--- src/rtl/io_led_seg_ctrl.sv ---
// LED register and eight-digit multiplexed seven-segment driver fed by CPU I/O stores.
// Optional leading-zero blanking is enabled by defining SEG_BLANK_EN.
module io_led_seg_ctrl #(
    parameter int SCAN_DIV = 100000
) (
    input  logic        clk,
    input  logic        rst_n,
    input  logic        led_ctrl,
    input  logic [31:0] io_addr,
    input  logic [31:0] io_wdata,
    output logic [15:0] led,
    output logic [7:0]  seg_an,
    output logic [7:0]  seg_cat
);

    localparam int DIV_W = (SCAN_DIV > 2) ? $clog2(SCAN_DIV) : 1;
    localparam logic [DIV_W-1:0] DIV_LAST = DIV_W'(SCAN_DIV - 1);

    localparam logic [3:0] ADDR_LED = 4'h0;
    localparam logic [3:0] ADDR_SEG = 4'h4;

    logic [31:0]      seg_reg;
    logic [DIV_W-1:0] div;
    logic [2:0]       idx;
    logic             wr_led;
    logic             wr_seg;
    logic [3:0]       nibble;
    logic [7:0]       digit_cat;
    logic             unused_addr;

    assign unused_addr = ^io_addr[31:4];

    assign wr_led = led_ctrl && (io_addr[3:0] == ADDR_LED);
    assign wr_seg = led_ctrl && (io_addr[3:0] == ADDR_SEG);

    // Common-anode, active-low segments; dp (bit 7) stays off for every digit.
    function automatic logic [7:0] hex7(input logic [3:0] n);
        logic [7:0] c;
        case (n)
            4'h0: c = 8'hC0;
            4'h1: c = 8'hF9;
            4'h2: c = 8'hA4;
            4'h3: c = 8'hB0;
            4'h4: c = 8'h99;
            4'h5: c = 8'h92;
            4'h6: c = 8'h82;
            4'h7: c = 8'hF8;
            4'h8: c = 8'h80;
            4'h9: c = 8'h90;
            4'hA: c = 8'h88;
            4'hB: c = 8'h83;
            4'hC: c = 8'hC6;
            4'hD: c = 8'hA1;
            4'hE: c = 8'h86;
            default: c = 8'h8E;
        endcase
        return c;
    endfunction

    always_comb begin
        nibble    = seg_reg[{idx, 2'b00} +: 4];
        digit_cat = hex7(nibble);
`ifdef SEG_BLANK_EN
        // Digit 0 always shows so a zero value still displays "0".
        if ((idx != 3'd0) && ((seg_reg >> {idx, 2'b00}) == 32'd0)) begin
            digit_cat = 8'hFF;
        end
`endif
    end

    always_ff @(posedge clk or negedge rst_n) begin
        if (!rst_n) begin
            led     <= 16'h0000;
            seg_reg <= 32'h0000_0000;
            div     <= '0;
            idx     <= 3'd0;
            seg_an  <= 8'hFE;
            seg_cat <= 8'hC0;
        end else begin
            if (wr_led) begin
                led <= io_wdata[15:0];
            end
            if (wr_seg) begin
                seg_reg <= io_wdata;
            end

            if (div == DIV_LAST) begin
                div <= '0;
                idx <= idx + 3'd1;
            end else begin
                div <= div + 1'b1;
            end

            // Outputs use pre-edge idx/seg_reg, giving one extra cycle of latency.
            seg_an  <= ~(8'd1 << idx);
            seg_cat <= digit_cat;
        end
    end

endmodule

--- config.mk ---
export PLATFORM = sky130hd
export DESIGN_NAME = io_led_seg_ctrl
export DESIGN_NICKNAME = d
export VERILOG_FILES = /design/src/rtl/io_led_seg_ctrl.sv
export SDC_FILE = /design/constraint.sdc
export NUM_CORES = 1
export LEC_CHECK = 0
export ABC_AREA = 1
export CAP_MARGIN = 30
export CORE_MARGIN = 5
export CORE_UTILIZATION = 40
export CTS_BUF_LIST = sky130_fd_sc_hd__clkbuf_2 sky130_fd_sc_hd__clkbuf_4 sky130_fd_sc_hd__clkbuf_8
export DETAILED_ROUTE_END_ITERATION = 7
export PLACE_DENSITY = 0.73
export RECOVER_POWER = 25
export SLEW_MARGIN = 20
export SYNTH_ARGS = -nofsm -noshare
export SYNTH_HDL_FRONTEND = slang
export SYNTH_SLANG_ARGS = --single-unit
--- constraint.sdc ---
create_clock -name clk -period 1.9 [get_ports clk]
set_input_delay 0.285 -clock clk [delete_from_list [all_inputs] [get_ports clk]]
set_output_delay 0.285 -clock clk [all_outputs]
set_load 0.02 [all_outputs]
==> flow_summary.toml, run 1 <==
[run]
max_cap_viol_count = 0

[worst_setup_path]
startpoint_type = "flop"
worstPathMaxFanout = 8
crit_arrival_ns = 2.03
cp.required_ns = 2.15
critPathKind = "reg -> reg"
endpoint_kind = "flop"

[sta]
hold_viol_final = 0
setup_viol = 0
worst_pin_slew_ns = 0.666
fin_skew_ns = 0.0106
finalWorstSetupSlack_ns = 0.121
period_share = 0.936
post-route-min-period_ns = 1.78
maxSlewViolCount = 0
setup_tns_ns = 0
slew_headroom = 0.556
fmax_mhz = 562

[power]
ir_worst_vdd_v = 0.000359
finalPower_w = 0.00434
power.leakage_nw = 2.49
p_per_area_mw_per_mm2 = 853

[die]
core_area_mm2 = 0.00977
io_pins = 99
core.rowCount = 36
initial_core_util = 0.411
dieArea_mm2 = 0.0121
die_w_um = 110
die_h_um = 110

[cells_and_area]
diodes = 0
nets = 628
drive_gt1_frac = 0.118
finalInstanceArea_mm2 = 0.00509
finalNonFillerCells = 686
syn_to_final_growth_pct = 26.7
largest_register_ffs = 32

[logic_synthesis]
synth_top_area_frac = 0.467
synth_cell_type_count = 30
synth_top_cell_by_area = "dfrtp_1"
ys_ff_latch = 83
ys_seq_area_frac = 0.520
syn-instance-count = 469
syn_nets = 549
synth_warnings = 0
synth_area_mm2 = 0.00402
avgSynthCellArea_um2 = 8.56
synth_area_leaders = "dfrtp_1 47%, nand2_1 10%, inv_1 6.0%, dfstp_2 5.2%, nand3_1 5.0%"

[placement]
pre_cts_ws_ns = 0.0621
dp_cells = 667
port_buffers = 69
hpwlAfterDp_mm = 6.25
gp_congestion = 0.925
placed_area_mm2 = 0.00488

[clock_network]
cts_sinks = 83
clockBufferDepth = 2
cts_htree_levels = 3
root_buffer = "clkbuf_8"
tritoncts.num_buffers = 9
clkTransAtPathRegs_ns = 0.09
clock_latency_ns = 0.36
cts_tree = "yes"

[grt]
globalRouteTotalUtil = 0.145
grt_pass1_vias = 3111
grt_max_degree = 43
grt_pass1_wl_mm = 13.8
overflow = 0
antenna_found_initial = 0

[route]
drt_wl_total_mm = 8.22
viasPerCell = 4.60
drcViolationCount = 0
avgRoutedWirePerCell_um = 12.0
drt_pass1_iterations = 4
dr.first_iter.drc_count = 119
num_vias = 3154
ant_nets = 0

[status]
status = "completed"

[hold_path]
min_path_type = "reg -> reg"
-- synth_stat cells --
cell      count
a21oi_1      17
buf_2         3
buf_4         2
buf_6         3
clkbuf_1      7
conb_1        1
dfrtp_1      75
dfstp_2       8
ha_1         13
inv_1        64
inv_2         7
inv_4         1
mux2_1        5
nand2_1     108
nand2_2       2
nand2_4       3
nand3_1      40
nand3_2       4
nand3b_1      3
nand4_1       5
nor2_1       35
nor2_2        1
nor2_4        2
nor3_1        4
nor3_2        2
nor4_1        1
o21ai_0      39
o21ai_1       3
o21ai_2       1
xor2_1       10
-- metal layers --
| metal | part of all wire | GRT usage | vias to the layer above |
|---|---|---|---|
| met4 | 0.011 | 0.0528 | 0 |
| li1 | - | - | 1626 |
| met1 | 0.49 | 0.199 | 1432 |
| met2 | 0.44 | 0.222 | 88 |
| met3 | 0.059 | 0.0390 | 8 |
| met5 | 0 | 0 | - |
-- report_power, final --
group / leakage (nW) / total [W] / internal [W] / switching, W
registers: 1.02 / 0.00215 / 0.00203 / 0.000119
clock network: 0.0783 / 0.00114 / 0.000480 / 0.000658
logic: 1.39 / 0.00105 / 0.000480 / 0.000575
-- path summary, 6_finish.rpt --
kind                       startpoint    endpoint  slack, ns  cells after the start
max in group asynchronous       rst_n  seg_reg[9]       0.38                      3
setup reg to reg               idx[0]  seg_cat[3]       0.12                     10
hold / removal                 div[0]      div[0]       0.47                      1
min in group asynchronous       rst_n  seg_cat[1]       0.48                      2
hold reg to reg                div[0]      div[0]       0.47                      1
setup / recovery               idx[0]  seg_cat[3]       0.12                     10
-- final cells by class --
class / instances / area, µm²
clock buffer: 9 / 124
clock inverter: 7 / 52.6
fill: 936 / 4690
inverter: 72 / 275
multi-input combinational: 299 / 1580
sequential: 83 / 2090
tap: 133 / 166
timing repair buffer: 83 / 800
-- stage by stage --
| step | util | hold slack (ns) |
|---|---|---|
| final | 0.521 | 0.473 |
| after global routing | 0.521 | 0.498 |
| after detailed placement | 0.499 | 0.143 |
| after floorplan | - | -0.0106 |
| after CTS | 0.518 | 0.304 |
| after global placement | 0.499 | 0.142 |
-- logic make-up after synthesis --
group / after synthesis / synth area share
fa+ha+maj: 13 / 0.0405
xor+xnor: 10 / 0.0218
other cells: 1 / 0.000934
buf+inv: 87 / 0.0903
flops: 83 / 0.520
simple gates: 210 / 0.237
compound gates: 60 / 0.0757
mux: 5 / 0.0140
-- placed cells by master, fill, tap and decap left out, types with 9 or more instances in the layout --
cell	Yosys	final
a21oi_1	17	17
buf_4	2	10
clkbuf_8	0	9
clkdlybuf4s50_1	0	68
dfrtp_1	75	73
ha_1	13	13
inv_1	64	64
nand2_1	108	108
nand3_1	40	37
nor2_1	35	35
o21ai_0	39	39
xor2_1	10	10
-- critical path, stage by stage (launching register included) --
cell and delay (ns):
dfrtp_2 0.48, buf_6 0.16, nand2_1 0.07, nand3_1 0.10, nand3_2 0.09, nand2_2 0.08
buf_4 0.14, ha_1 0.30, nand3_1 0.09, nand3_1 0.10, nand2_1 0.06
-- repair_timing --
action                                  CTS  global route
buffers inserted                          0             2
endpoints found under the setup margin    0             4
hold endpoints to repair                 11             0
hold buffers                              1             0
gates resized for setup                   0             7
(Power assumes the default switching activity.)
==> run 2, diff against run 1 <==
Settings changed: CORE_UTILIZATION 40 to 51, PLACE_DENSITY 0.73 to 0.88.
==> run 2 against run 1 <==
- utilization up 14 points
- register-to-register slack gained 0.03 ns
- setup slack improved by 0.025 ns
- cell area decreased by 0.84%
- count of clock-buffer cells in the layout increased by 3
==> flow_summary.toml, run 2 (synthesis results as in run 1) <==
[clock_network]
cts_htree_levels = 3
cts_sinks = 83
clkTransAtPathRegs_ns = 0.08
root_buffer = "clkbuf_8"
tritoncts.num_buffers = 9
clock_latency_ns = 0.35
cts_tree = "yes"
clockBufferDepth = 2

[cells_and_area]
multi_input_area_mm2 = 0.00157
final_common_cell = "nand2_1"
finalInstanceArea_mm2 = 0.00505
regArea_mm2 = 0.00209
nets = 629
diodes = 0
drive_gt1_frac = 0.117
final_cell_mix = "108 x nand2_1, 73 x dfrtp_1, 68 x clkdlybuf4s50_1"
largest_register_ffs = 32
fillers = 645
finalNonFillerCells = 656
syn_to_final_growth_pct = 25.6

[worst_setup_path]
crit_arrival_ns = 1.47
r2r_start = "idx[0]"
slowest_stage = "clkdlybuf4s50_1"
r2r_cells = 12
crit_buf_inv = 1
reg2reg_slack_ns = 0.15
startpoint_type = "flop"
reg2reg_to = "seg_cat[3]"
path_cells = "clkdlybuf4s50_1"
worstPathMaxFanout = 1
critPathKind = "reg -> out"
endpoint_kind = "output pin"
cp.required_ns = 1.62
path_delay_family = "buffers and inverters"
cp_slowest_stage_delay_ns = 0.61

[power]
ir_worst_vdd_v = 0.000525
power.leakage_nw = 2.50
p_per_area_mw_per_mm2 = 865

[die]
core.rowCount = 32
dieArea_mm2 = 0.00975
io_pins = 99
die_w_um = 98.7
initial_core_util = 0.522
core_area_mm2 = 0.00769
die_h_um = 98.7

[placement]
port_buffers = 69
gp_congestion = 0.878
hpwlAfterDp_mm = 6.49
placed_area_mm2 = 0.00486
dp_cells = 638

[route]
avgRoutedWirePerCell_um = 12.9
drt_pass1_iterations = 4
ant_nets = 0
wl_met3_um = 399
drt_wl_total_mm = 8.44
viasPerCell = 4.98
met1Wirelength_mm = 3.89
routed.top_layer = "met4"
wl_met2_mm = 4.00
drcViolationCount = 0
num_vias = 3267
dr.first_iter.drc_count = 241

[grt]
grt_max_degree = 34
antenna_found_initial = 0
globalRouteTotalUtil = 0.180
overflow = 0
grt_pass1_wl_mm = 14.3
grt_pass1_vias = 3131

[hold_path]
min_from = "div[0]"
hold_path_depth = 1
min_path_type = "reg -> reg"
holdPathEnd = "div[0]"

[status]
status = "completed"

[sta]
post-route-min-period_ns = 1.75
setup_viol = 0
maxSlewViolCount = 0
fmax_mhz = 570
period_share = 0.923
fin_skew_ns = 0.00915
slew_headroom = 0.538
rsz0062_at_grt = "no"
hold_viol_final = 0
setup_tns_ns = 0
worst_pin_slew_ns = 0.693

[run]
max_cap_viol_count = 0
[run 2: cell count changes in the layout (fill, tap and decap cells not counted), moves of 2 or more]
cell,previous run,this run
clkbuf_8,9,11
nand3_1,37,39
buf_6,2,0
buf_4,10,13
clkinvlp_4,4,2
inv_6,3,0
nand3_2,7,5
[run 2: layer usage]
layer,up-vias,GRT usage
met2,99,0.288
met4,0,0.0693
met5,-,0
met3,18,0.0304
met1,1517,0.247
li1,1633,-
[run 2: worst reg2reg max path, stage by stage, from the launching register on]
cell,delay [ns]
dfrtp_2,0.46
buf_4,0.18
nor2_1,0.10
nor2_1,0.04
nand2_1,0.05
nand3_1,0.08
nand2_2,0.12
inv_1,0.09
ha_1,0.21
nand3_1,0.14
nand2_1,0.08
nand2_1,0.05
nand2_1,0.04
[run 2: repair_timing]
item | in CTS | in global routing
gates resized for setup | 0 | 2
hold buffers | 1 | 0
setup buffers | 0 | 1
setup endpoints to repair | 0 | 3
hold endpoints to repair | 28 | 0
[run 2: area by class of cell]
class / instances / area share
clock buffer: 12 / 0.0315
tap: 102 / 0.0253
sequential: 83 / 0.414
clock inverter: 4 / 0.00496
multi-input combinational: 299 / 0.311
inverter: 72 / 0.0541
timing repair buffer: 84 / 0.159
[run 2: how the worst max path moves through the flow]
stage	from	endpoint	slack (ns)	cells after the start
finish	seg_an[4]	seg_an[4]	0.15	1
detailed placement	idx[0]	seg_cat[3]	0.08	11
global placement	idx[0]	seg_cat[3]	0.12	11
CTS	idx[0]	seg_cat[3]	0.06	11
global route	idx[0]	seg_cat[3]	0.008	12
floorplan	idx[0]	seg_cat[5]	0.23	13
[run 2: where the power goes]
| part | switching (W) | internal [W] | total [W] |
|---|---|---|---|
| clock network | 0.000612 | 0.000557 | 0.00117 |
| logic | 0.000573 | 0.000474 | 0.00105 |
| registers | 0.000121 | 0.00203 | 0.00215 |
| total | 0.00131 | 0.00306 | 0.00436 |
[run 2: metrics by stage]
stage               power, W  hold slack (ns)  setup WS [ns]   util
CTS                  0.00440            0.394         0.0619  0.657
global route         0.00461            0.499        0.00809  0.656
finish               0.00436            0.476          0.147  0.656
global placement     0.00320            0.232          0.124  0.632
floorplan            0.00274          -0.0106          0.226      -
detailed placement   0.00324            0.232         0.0779  0.632
==> run 3, diff against run 2 <==
Settings changed: SKIP_CTS_REPAIR_TIMING set to 1.
==> run 3 against run 2 <==
- routed wire length about the same
- combinational power about the same
- sequential share of layout area unchanged
- clock skew about the same
- utilization unchanged
- power about the same
- global-route usage down 0.060 points
- setup slack worse by 0.0021 ns
- sequential cell count unchanged
- count of clock-buffer cells in the layout unchanged
- critical path type unchanged
- largest cell class unchanged
==> flow_summary.toml, run 3 (synthesis results as in run 1) <==
[sta]
worst_pin_slew_ns = 0.709
post-route-min-period_ns = 1.76
period_share = 0.924
setup_tns_ns = 0
rsz0062_at_grt = "no"
maxSlewViolCount = 0
setup_viol = 0
hold_viol_final = 0
fmax_mhz = 570
slew_headroom = 0.527
fin_skew_ns = 0.00871

[route]
drt_wl_total_mm = 8.44
avgRoutedWirePerCell_um = 12.9
ant_nets = 0
viasPerCell = 4.94
drcViolationCount = 0
drt_pass1_iterations = 4
dr.first_iter.drc_count = 212
num_vias = 3242

[cells_and_area]
regArea_mm2 = 0.00209
nets = 629
largest_register_ffs = 32
final_common_cell = "nand2_1"
drive_gt1_frac = 0.117
syn_to_final_growth_pct = 25.6
fillers = 645
multi_input_area_mm2 = 0.00157
finalNonFillerCells = 656
diodes = 0
final_cell_mix = "108 x nand2_1, 73 x dfrtp_1, 68 x clkdlybuf4s50_1"

[die]
core_area_mm2 = 0.00769
core.rowCount = 32
die_w_um = 98.7
initial_core_util = 0.522
io_pins = 99
dieArea_mm2 = 0.00975
die_h_um = 98.7

[worst_setup_path]
path_cells = "clkdlybuf4s50_1"
startpoint_type = "flop"
critPathKind = "reg -> out"
worstPathMaxFanout = 1
r2r_start = "idx[0]"
path_delay_family = "buffers and inverters"
startpoint = "seg_an[4]"
endpoint_kind = "output pin"
crit_buf_inv = 1
cp.required_ns = 1.62
slowest_stage = "clkdlybuf4s50_1"
crit_arrival_ns = 1.47
cp_slowest_stage_delay_ns = 0.61

[clock_network]
root_buffer = "clkbuf_8"
cts_htree_levels = 3
cts_sinks = 83
cts_tree = "yes"
clock_latency_ns = 0.35
clockBufferDepth = 2
tritoncts.num_buffers = 9
clkTransAtPathRegs_ns = 0.08

[grt]
grt_pass1_vias = 3123
grt_max_degree = 34
overflow = 0
busiest_layer = "met2"
grt_use_met1 = 0.248
gr-usage-met3 = 0.0304
antenna_found_initial = 0
grt_pass1_wl_mm = 14.3
globalRouteTotalUtil = 0.180
use_met2 = 0.286

[placement]
hpwlAfterDp_mm = 6.49
gp_congestion = 0.878
dp_cells = 638
port_buffers = 69

[status]
status = "completed"

[run]
max_cap_viol_count = 0

[power]
power.leakage_nw = 2.50
comb_power_share = 0.240
ir_worst_vdd_v = 0.000525
clkPwrFrac = 0.268
p_switching_w = 0.00131
seqPwrFrac = 0.492
power.internal_w = 0.00306
p_per_area_mw_per_mm2 = 865
swShare = 0.299

[hold_path]
min_path_type = "reg -> reg"
min_from = "div[0]"
## run 3: final cells by class
type | instances | area share
sequential | 83 | 0.414
multi-input combinational | 299 | 0.311
timing repair buffer | 84 | 0.159
inverter | 72 | 0.0541
clock buffer | 12 | 0.0315
tap | 102 | 0.0253
clock inverter | 4 | 0.00496
## run 3: path summary, 6_finish.rpt
check                      slack (ns)          to  cells past startpoint
setup / recovery                 0.14   seg_an[4]                      1
hold / removal                   0.48      div[0]                      1
setup reg to reg                 0.15  seg_cat[3]                     12
hold reg to reg                  0.48      div[0]                      1
max in group asynchronous        0.36   seg_an[3]                      3
min in group asynchronous        0.53      led[5]                      2
## run 3: through the flow
stage | setup slack [ns] | utilization | area, µm² | hold slack [ns] | power (W)
floorplan | 0.226 | - | 4020 | -0.0106 | 0.00274
global placement | 0.124 | 0.632 | 4860 | 0.232 | 0.00320
detailed placement | 0.0779 | 0.632 | 4860 | 0.232 | 0.00324
CTS | 0.0619 | 0.656 | 5040 | -0.153 | 0.00440
global route | 0.00800 | 0.656 | 5050 | 0.499 | 0.00461
finish | 0.144 | 0.656 | 5050 | 0.476 | 0.00436
## run 3: layer usage
metal | part of all wire | vias to the layer above
li1 | - | 1632
met1 | 0.46 | 1501
met2 | 0.47 | 94
met3 | 0.055 | 15
met4 | 0.018 | 0
met5 | 0 | -
## run 3: power by group through the flow
| stage | Sequential [W] | Combinational [W] | Clock, W |
|---|---|---|---|
| 6_report | 0.00215 | 0.00105 | 0.00117 |
| 5_1_grt | 0.00218 | 0.00117 | 0.00127 |
| 4_1_cts | 0.00215 | 0.00106 | 0.00119 |
| 3_5_place_dp | 0.00218 | 0.00106 | 0 |
| 3_3_place_gp | 0.00217 | 0.00103 | 0 |
| 2_1_floorplan | 0.00230 | 0.000440 | 0 |
